==> src/rtl/mips_if_bpu_pkg.sv <==
// Shared constants and helpers for the IF-stage branch prediction unit.
package mips_if_bpu_pkg;

  localparam int MIPS_ADDR_WIDTH  = 32;
  localparam int MIPS_RFIDX_WIDTH = 5;
  localparam logic [MIPS_RFIDX_WIDTH-1:0] MIPS_RA_IDX = 5'd31;

  // 2-bit saturating counter encodings; bit 1 is the taken prediction.
  typedef enum logic [1:0] {
    MIPS_BHT_SNT = 2'b00,
    MIPS_BHT_WNT = 2'b01,
    MIPS_BHT_WT  = 2'b10,
    MIPS_BHT_ST  = 2'b11
  } bht_ctr_e;

  localparam bht_ctr_e MIPS_BHT_RST = MIPS_BHT_WNT;

  // Saturating step of a history counter towards the resolved outcome.
  function automatic bht_ctr_e bht_train(input bht_ctr_e ctr, input logic taken);
    bht_ctr_e res;
    res = ctr;
    case (ctr)
      MIPS_BHT_SNT: res = taken ? MIPS_BHT_WNT : MIPS_BHT_SNT;
      MIPS_BHT_WNT: res = taken ? MIPS_BHT_WT  : MIPS_BHT_SNT;
      MIPS_BHT_WT:  res = taken ? MIPS_BHT_ST  : MIPS_BHT_WNT;
      MIPS_BHT_ST:  res = taken ? MIPS_BHT_ST  : MIPS_BHT_WT;
      default:      res = ctr;
    endcase
    return res;
  endfunction

endpackage

==> src/rtl/mips_if_ras.sv <==
// Circular return-address stack. A push when full overwrites the oldest
// entry; clear only drops the count, leaving pointer and contents alone.
module mips_if_ras
  import mips_if_bpu_pkg::*;
#(
  parameter int ADDR_WIDTH = MIPS_ADDR_WIDTH,
  parameter int RAS_DEPTH  = 4
) (
  input  logic                           clk,
  input  logic                           rst_n,
  input  logic                           push,
  input  logic                           pop,
  input  logic                           replace,
  input  logic                           clear,
  input  logic [ADDR_WIDTH-1:0]          push_addr,
  output logic [ADDR_WIDTH-1:0]          top_addr,
  output logic [$clog2(RAS_DEPTH+1)-1:0] cnt
);

  localparam int CNT_W = $clog2(RAS_DEPTH + 1);
  localparam int PTR_W = (RAS_DEPTH > 1) ? $clog2(RAS_DEPTH) : 1;

  logic [ADDR_WIDTH-1:0] ent_reg [RAS_DEPTH];
  logic [PTR_W-1:0]      ptr_reg, ptr_next, ptr_inc, ptr_dec, wr_ptr;
  logic [CNT_W-1:0]      cnt_reg, cnt_next;
  logic                  wr_en;

  // The pointer addresses the current top entry and wraps modulo depth.
  assign ptr_inc  = (ptr_reg == PTR_W'(RAS_DEPTH - 1)) ? '0 : ptr_reg + 1'b1;
  assign ptr_dec  = (ptr_reg == '0) ? PTR_W'(RAS_DEPTH - 1) : ptr_reg - 1'b1;
  assign top_addr = ent_reg[ptr_reg];
  assign cnt      = cnt_reg;

  // Next pointer/count and write port; clear dominates any stack operation.
  always_comb begin
    ptr_next = ptr_reg;
    cnt_next = cnt_reg;
    wr_en    = 1'b0;
    wr_ptr   = ptr_reg;
    if (clear) begin
      cnt_next = '0;
    end else if (push) begin
      ptr_next = ptr_inc;
      wr_en    = 1'b1;
      wr_ptr   = ptr_inc;
      if (cnt_reg != CNT_W'(RAS_DEPTH)) cnt_next = cnt_reg + 1'b1;
    end else if (replace) begin
      wr_en = (cnt_reg != '0);
    end else if (pop && (cnt_reg != '0)) begin
      ptr_next = ptr_dec;
      cnt_next = cnt_reg - 1'b1;
    end
  end

  // Pointer and count registers.
  always_ff @(posedge clk) begin
    if (!rst_n) begin
      ptr_reg <= '0;
      cnt_reg <= '0;
    end else begin
      ptr_reg <= ptr_next;
      cnt_reg <= cnt_next;
    end
  end

  // Entry storage; reset clears every slot.
  always_ff @(posedge clk) begin
    if (!rst_n) begin
      for (int i = 0; i < RAS_DEPTH; i++) ent_reg[i] <= '0;
    end else if (wr_en) begin
      ent_reg[wr_ptr] <= push_addr;
    end
  end

endmodule

==> src/rtl/mips_if_bpu.sv <==
// IF-stage branch prediction: BHT of 2-bit counters, RAS for returns,
// and the same-cycle next-PC prediction mux.
module mips_if_bpu
  import mips_if_bpu_pkg::*;
#(
  parameter int ADDR_WIDTH  = MIPS_ADDR_WIDTH,
  parameter int BHT_ENTRIES = 64,
  parameter int RAS_DEPTH   = 4,
  parameter int DELAY_SLOT  = 1
) (
  input  logic                           clk,
  input  logic                           rst_n,
  input  logic                           if_valid,
  input  logic [ADDR_WIDTH-1:0]          pc,
  input  logic [ADDR_WIDTH-1:0]          pc_incr,
  input  logic                           dec_j,
  input  logic                           dec_jal,
  input  logic                           dec_jr,
  input  logic                           dec_jalr,
  input  logic                           dec_bxx,
  input  logic [MIPS_RFIDX_WIDTH-1:0]    dec_rs_idx,
  input  logic [ADDR_WIDTH-1:0]          dec_j_imm,
  input  logic [ADDR_WIDTH-1:0]          dec_b_imm,
  input  logic                           flush,
  input  logic                           ex_upd_vld,
  input  logic [ADDR_WIDTH-1:0]          ex_upd_pc,
  input  logic                           ex_upd_taken,
  output logic                           prdt_taken,
  output logic [ADDR_WIDTH-1:0]          prdt_pc,
  output logic [$clog2(RAS_DEPTH+1)-1:0] ras_cnt
);

  localparam int IDX_W = $clog2(BHT_ENTRIES);

  bht_ctr_e              bht_reg [BHT_ENTRIES];
  logic [IDX_W-1:0]      rd_idx, upd_idx;
  bht_ctr_e              bht_rd;
  logic                  ret_cand, ras_en, ras_empty;
  logic                  ras_push, ras_pop, ras_replace;
  logic [ADDR_WIDTH-1:0] ret_addr, ras_top;
  logic                  unused_bits;

  assign rd_idx  = pc[IDX_W+1:2];
  assign upd_idx = ex_upd_pc[IDX_W+1:2];
  assign bht_rd  = bht_reg[rd_idx];

  // Word-offset and upper address bits never reach the table index.
  assign unused_bits = ^{pc[1:0], pc[ADDR_WIDTH-1:IDX_W+2],
                         ex_upd_pc[1:0], ex_upd_pc[ADDR_WIDTH-1:IDX_W+2]};

  assign ret_cand  = (dec_jr || dec_jalr) && (dec_rs_idx == MIPS_RA_IDX);
  assign ras_en    = if_valid && !flush;
  assign ras_empty = (ras_cnt == '0);
  assign ret_addr  = pc_incr + ADDR_WIDTH'(4 * DELAY_SLOT);

  // A return-candidate jalr links and returns at once: swap the top when
  // there is one, otherwise it degenerates to a plain push.
  assign ras_push    = ras_en && (dec_jal || (dec_jalr && (!ret_cand || ras_empty)));
  assign ras_pop     = ras_en && dec_jr && ret_cand;
  assign ras_replace = ras_en && dec_jalr && ret_cand && !ras_empty;

  mips_if_ras #(
    .ADDR_WIDTH (ADDR_WIDTH),
    .RAS_DEPTH  (RAS_DEPTH)
  ) u_ras (
    .clk       (clk),
    .rst_n     (rst_n),
    .push      (ras_push),
    .pop       (ras_pop),
    .replace   (ras_replace),
    .clear     (flush),
    .push_addr (ret_addr),
    .top_addr  (ras_top),
    .cnt       (ras_cnt)
  );

  // BHT training from EX; the fetch lookup reads the pre-update value.
  always_ff @(posedge clk) begin
    if (!rst_n) begin
      for (int i = 0; i < BHT_ENTRIES; i++) bht_reg[i] <= MIPS_BHT_RST;
    end else if (ex_upd_vld) begin
      bht_reg[upd_idx] <= bht_train(bht_reg[upd_idx], ex_upd_taken);
    end
  end

  // Next-PC prediction, first matching class wins.
  always_comb begin
    prdt_taken = 1'b0;
    prdt_pc    = pc_incr;
    if (if_valid) begin
      if (dec_j || dec_jal) begin
        prdt_taken = 1'b1;
        prdt_pc    = dec_j_imm;
      end else if (dec_bxx) begin
        if (bht_rd[1]) begin
          prdt_taken = 1'b1;
          prdt_pc    = dec_b_imm;
        end
      end else if (ret_cand && !ras_empty) begin
        prdt_taken = 1'b1;
        prdt_pc    = ras_top;
      end
    end
  end

endmodule

==> config.mk <==
export PLATFORM = sky130hd
export DESIGN_NAME = mips_if_bpu
export DESIGN_NICKNAME = d
export VERILOG_FILES = /design/src/rtl/mips_if_bpu_pkg.sv /design/src/rtl/mips_if_ras.sv /design/src/rtl/mips_if_bpu.sv
export SDC_FILE = /design/constraint.sdc
export NUM_CORES = 1
export LEC_CHECK = 0
export CAP_MARGIN = 20
export CORE_MARGIN = 4
export CORE_UTILIZATION = 55
export CTS_CLUSTER_SIZE = 14
export DETAILED_ROUTE_END_ITERATION = 6
export PLACE_DENSITY = 0.93
export SLEW_MARGIN = 5
export SYNTH_ARGS = -nofsm -noshare
export SYNTH_HDL_FRONTEND = slang
export SYNTH_SLANG_ARGS = --single-unit
==> constraint.sdc <==
create_clock -name clk -period 4.2 [get_ports clk]
set_input_delay 0.63 -clock clk [delete_from_list [all_inputs] [get_ports clk]]
set_output_delay 0.63 -clock clk [all_outputs]
set_load 0.1 [all_outputs]
==> key figures <==
Timing
  • F_max: 243.3 MHz
  • RSZ-0062 raised after global routing: no
  • Least-Margin Pin Slew: 987.7 ps
  • Hold Fails Final Rpt: 0
  • Setup Skew: 27.71 ps
  • Final Setup Violations: 0
  • Final worst-path cycle share: 0.9787
  • Max_slew headroom: 0.3395
  • WHS: 537.2 ps
  • TNS Setup: 0 ps
  • Min cycle time layout: 4110 ps
  • Final Slew Violations: 0

Floorplan
  • Die H: 169.9 µm
  • CORE AREA: 25470 µm²
  • I/O pin count: 212
  • Die ar.: 28860 µm²
  • # rows: 58
  • Horiz. Die Dim: 169.9 µm
  • Starting Density: 0.5659

Final layout
  • Most frequent cells in the layout: 256 x edfxtp_1, 193 x nor2_1, 122 x clkdlybuf4s50_1
  • Layout cells sized above 1: 0.1568
  • Syn-to-layout area delta: 21.44%
  • Nets: 1557
  • Post-layout util: 0.6872
  • Commonest non-fill, non-tap cell in the layout: edfxtp_1

Power
  • Pwr Density: 376.8 nW/µm²
  • P_leak: 6.090 nW
  • Worst IR Drop VDD: 0.0004722 V

Clock tree
  • H-tree level count: 1
  • CTS Hold Bufs: 0
  • CTS buffer count: 27
  • Clk sinks: 263
  • Clock Latency Late Sink: 550 ps
  • Post-CTS setup buffers: 0
  • Clock transition at path regs: 60 ps
  • Cts repair resizes: 0
  • CTS Buffer Depth: 3
  • Clock root buffer master: clkbuf_16
  • TritonCTS clock tree: done

Flow run
  • MaxCap Viol Count: 0

Synth
  • Seq/Total Area, Yosys: 0.5431
  • Syn nets: 1425
  • Asr flop ratio synth: 0
  • Largest cells by area after synthesis: edfxtp_1 53%, mux4_2 8.1%, nor2_1 5.1%, a221o_1 4.4%, nand2_1 3.0%
  • Register bit total from synthesis: 263
  • Post-synthesis cell count: 1245
  • Syn_area_per_cell: 11.58 µm²
  • Synth area leader: edfxtp_1
  • Post-synth top area share: 0.5333
  • Mapped Area: 14410 µm²
  • Top FF cell, synth: edfxtp_1
  • Number of synthesized flops with an enable pin: 256
  • Yosys Warn Count: 0
  • Synth unique cells: 66

Worst setup path
  • Critical Path AT: 3480 ps
  • Setup CP Type: input port to primary output
  • Setup crit end kind: primary output
  • Startpoint types: input port
  • Max FO, Critical Path: 32
  • CP required: 3570 ps

Drt
  • DRC: 0
  • Via count: 11.78k
  • WL final: 42040 µm
  • Routed length per instance: 24.32 µm
  • TritonRoute pass-1 iters: 6
  • ANT nets after route: 0
  • Vias per Instance: 6.811
  • Initial DRC count: 1385

Global route
  • Vias in the first global route: 11.76k
  • First-pass GRT wire length: 64580 µm
  • Grt total ovfl: 0
  • GRT Total Usage: 0.2845
  • Largest net degree at the start of global routing: 46
  • Antenna violations before repair: 0

Placed design
  • HPWL after detailed placement: 28030 µm
  • PortBufs: 159
  • RD Place Congestion: 0.9380

Outcome
  • Status: finished clean

Min path
  • Worst min path class: flop to flop
cells by family after synthesis:
kind of cell	share of synthesized area
flip-flops	0.5431
AO/OA/AOI/OAI	0.09774
buffers and inverters	0.04852
adder cells (fa/ha/maj)	0.005469
multiplexers	0.1113
XOR/XNOR	0.01823
AND/OR/NAND/NOR	0.1757
per-stage QoR:
stage	worst slack, ps	instance area, µm²	cells	total power (W)
after floorplan	105.2	14420	1245	0.003845
after global placement	245.7	16630	1677	0.004266
after detailed placement	224.9	16630	1677	0.004310
after CTS	161.8	17470	1726	0.006592
after global routing	20.39	17500	1727	0.006773
final	89.53	17500	1729	0.006596
Yosys cell counts (10+ instances only):
cell / n
nand3_1: 73
buf_6: 16
nor2b_1: 42
nor2_1: 194
a21oi_1: 18
xnor2_1: 14
nand2_1: 114
edfxtp_1: 256
clkbuf_1: 66
and3_1: 16
a221o_1: 64
buf_4: 13
buf_2: 15
mux2i_1: 32
xor2_1: 16
mux2_2: 10
inv_1: 22
nand4_1: 19
o21ai_0: 39
nor3_1: 31
mux4_2: 52
worst max-delay path, cell delays in order:
cell             delay (ps)
clkdlybuf4s50_1         460
buf_4                   210
nor2b_1                 430
a22oi_1                 200
nand3_1                 130
o21ai_0                 170
o21ai_0                 260
and4_1                  280
buf_12                  210
a221o_1                 280
buf_12                  200
layer usage:
| metal | routed length, µm | GRT usage | vias to the layer above |
|---|---|---|---|
| met5 | 0 | 0 | - |
| met4 | 1846 | 0.1148 | 0 |
| met3 | 5436 | 0.05877 | 194 |
| met2 | 20900 | 0.4934 | 966 |
| met1 | 13860 | 0.3498 | 5636 |
| li1 | - | - | 4980 |
final cells by class:
type	instances	area, µm²
fillers	1644	7968
flip-flops and latches	263	7829
multi-input cells	846	5903
repair buffers	217	2432
clock buffers	32	694.4
well taps	330	412.9
clock inverters	17	145.1
inverters	22	82.58
diodes	2	5.005
final timing paths:
path | startpoint | end | slack [ps] | cells after the start
worst min-delay path | u_ras.cnt[2] | u_ras.cnt[2] | 540 | 2
worst max register to register | bht_reg[5][1] | bht_reg[19][0] | 1330 | 8
worst max-delay path | pc[2] | prdt_pc[22] | 90 | 11
worst min register to register | u_ras.cnt[2] | u_ras.cnt[2] | 540 | 2
where the power goes:
part	internal (W)	switching (W)	leakage, nW
sequential	0.00297	0.0000410	2.54
clock	0.00130	0.00101	0.396
combinational	0.000491	0.000785	3.16
No activity file was read; power rests on OpenSTA's default activity.
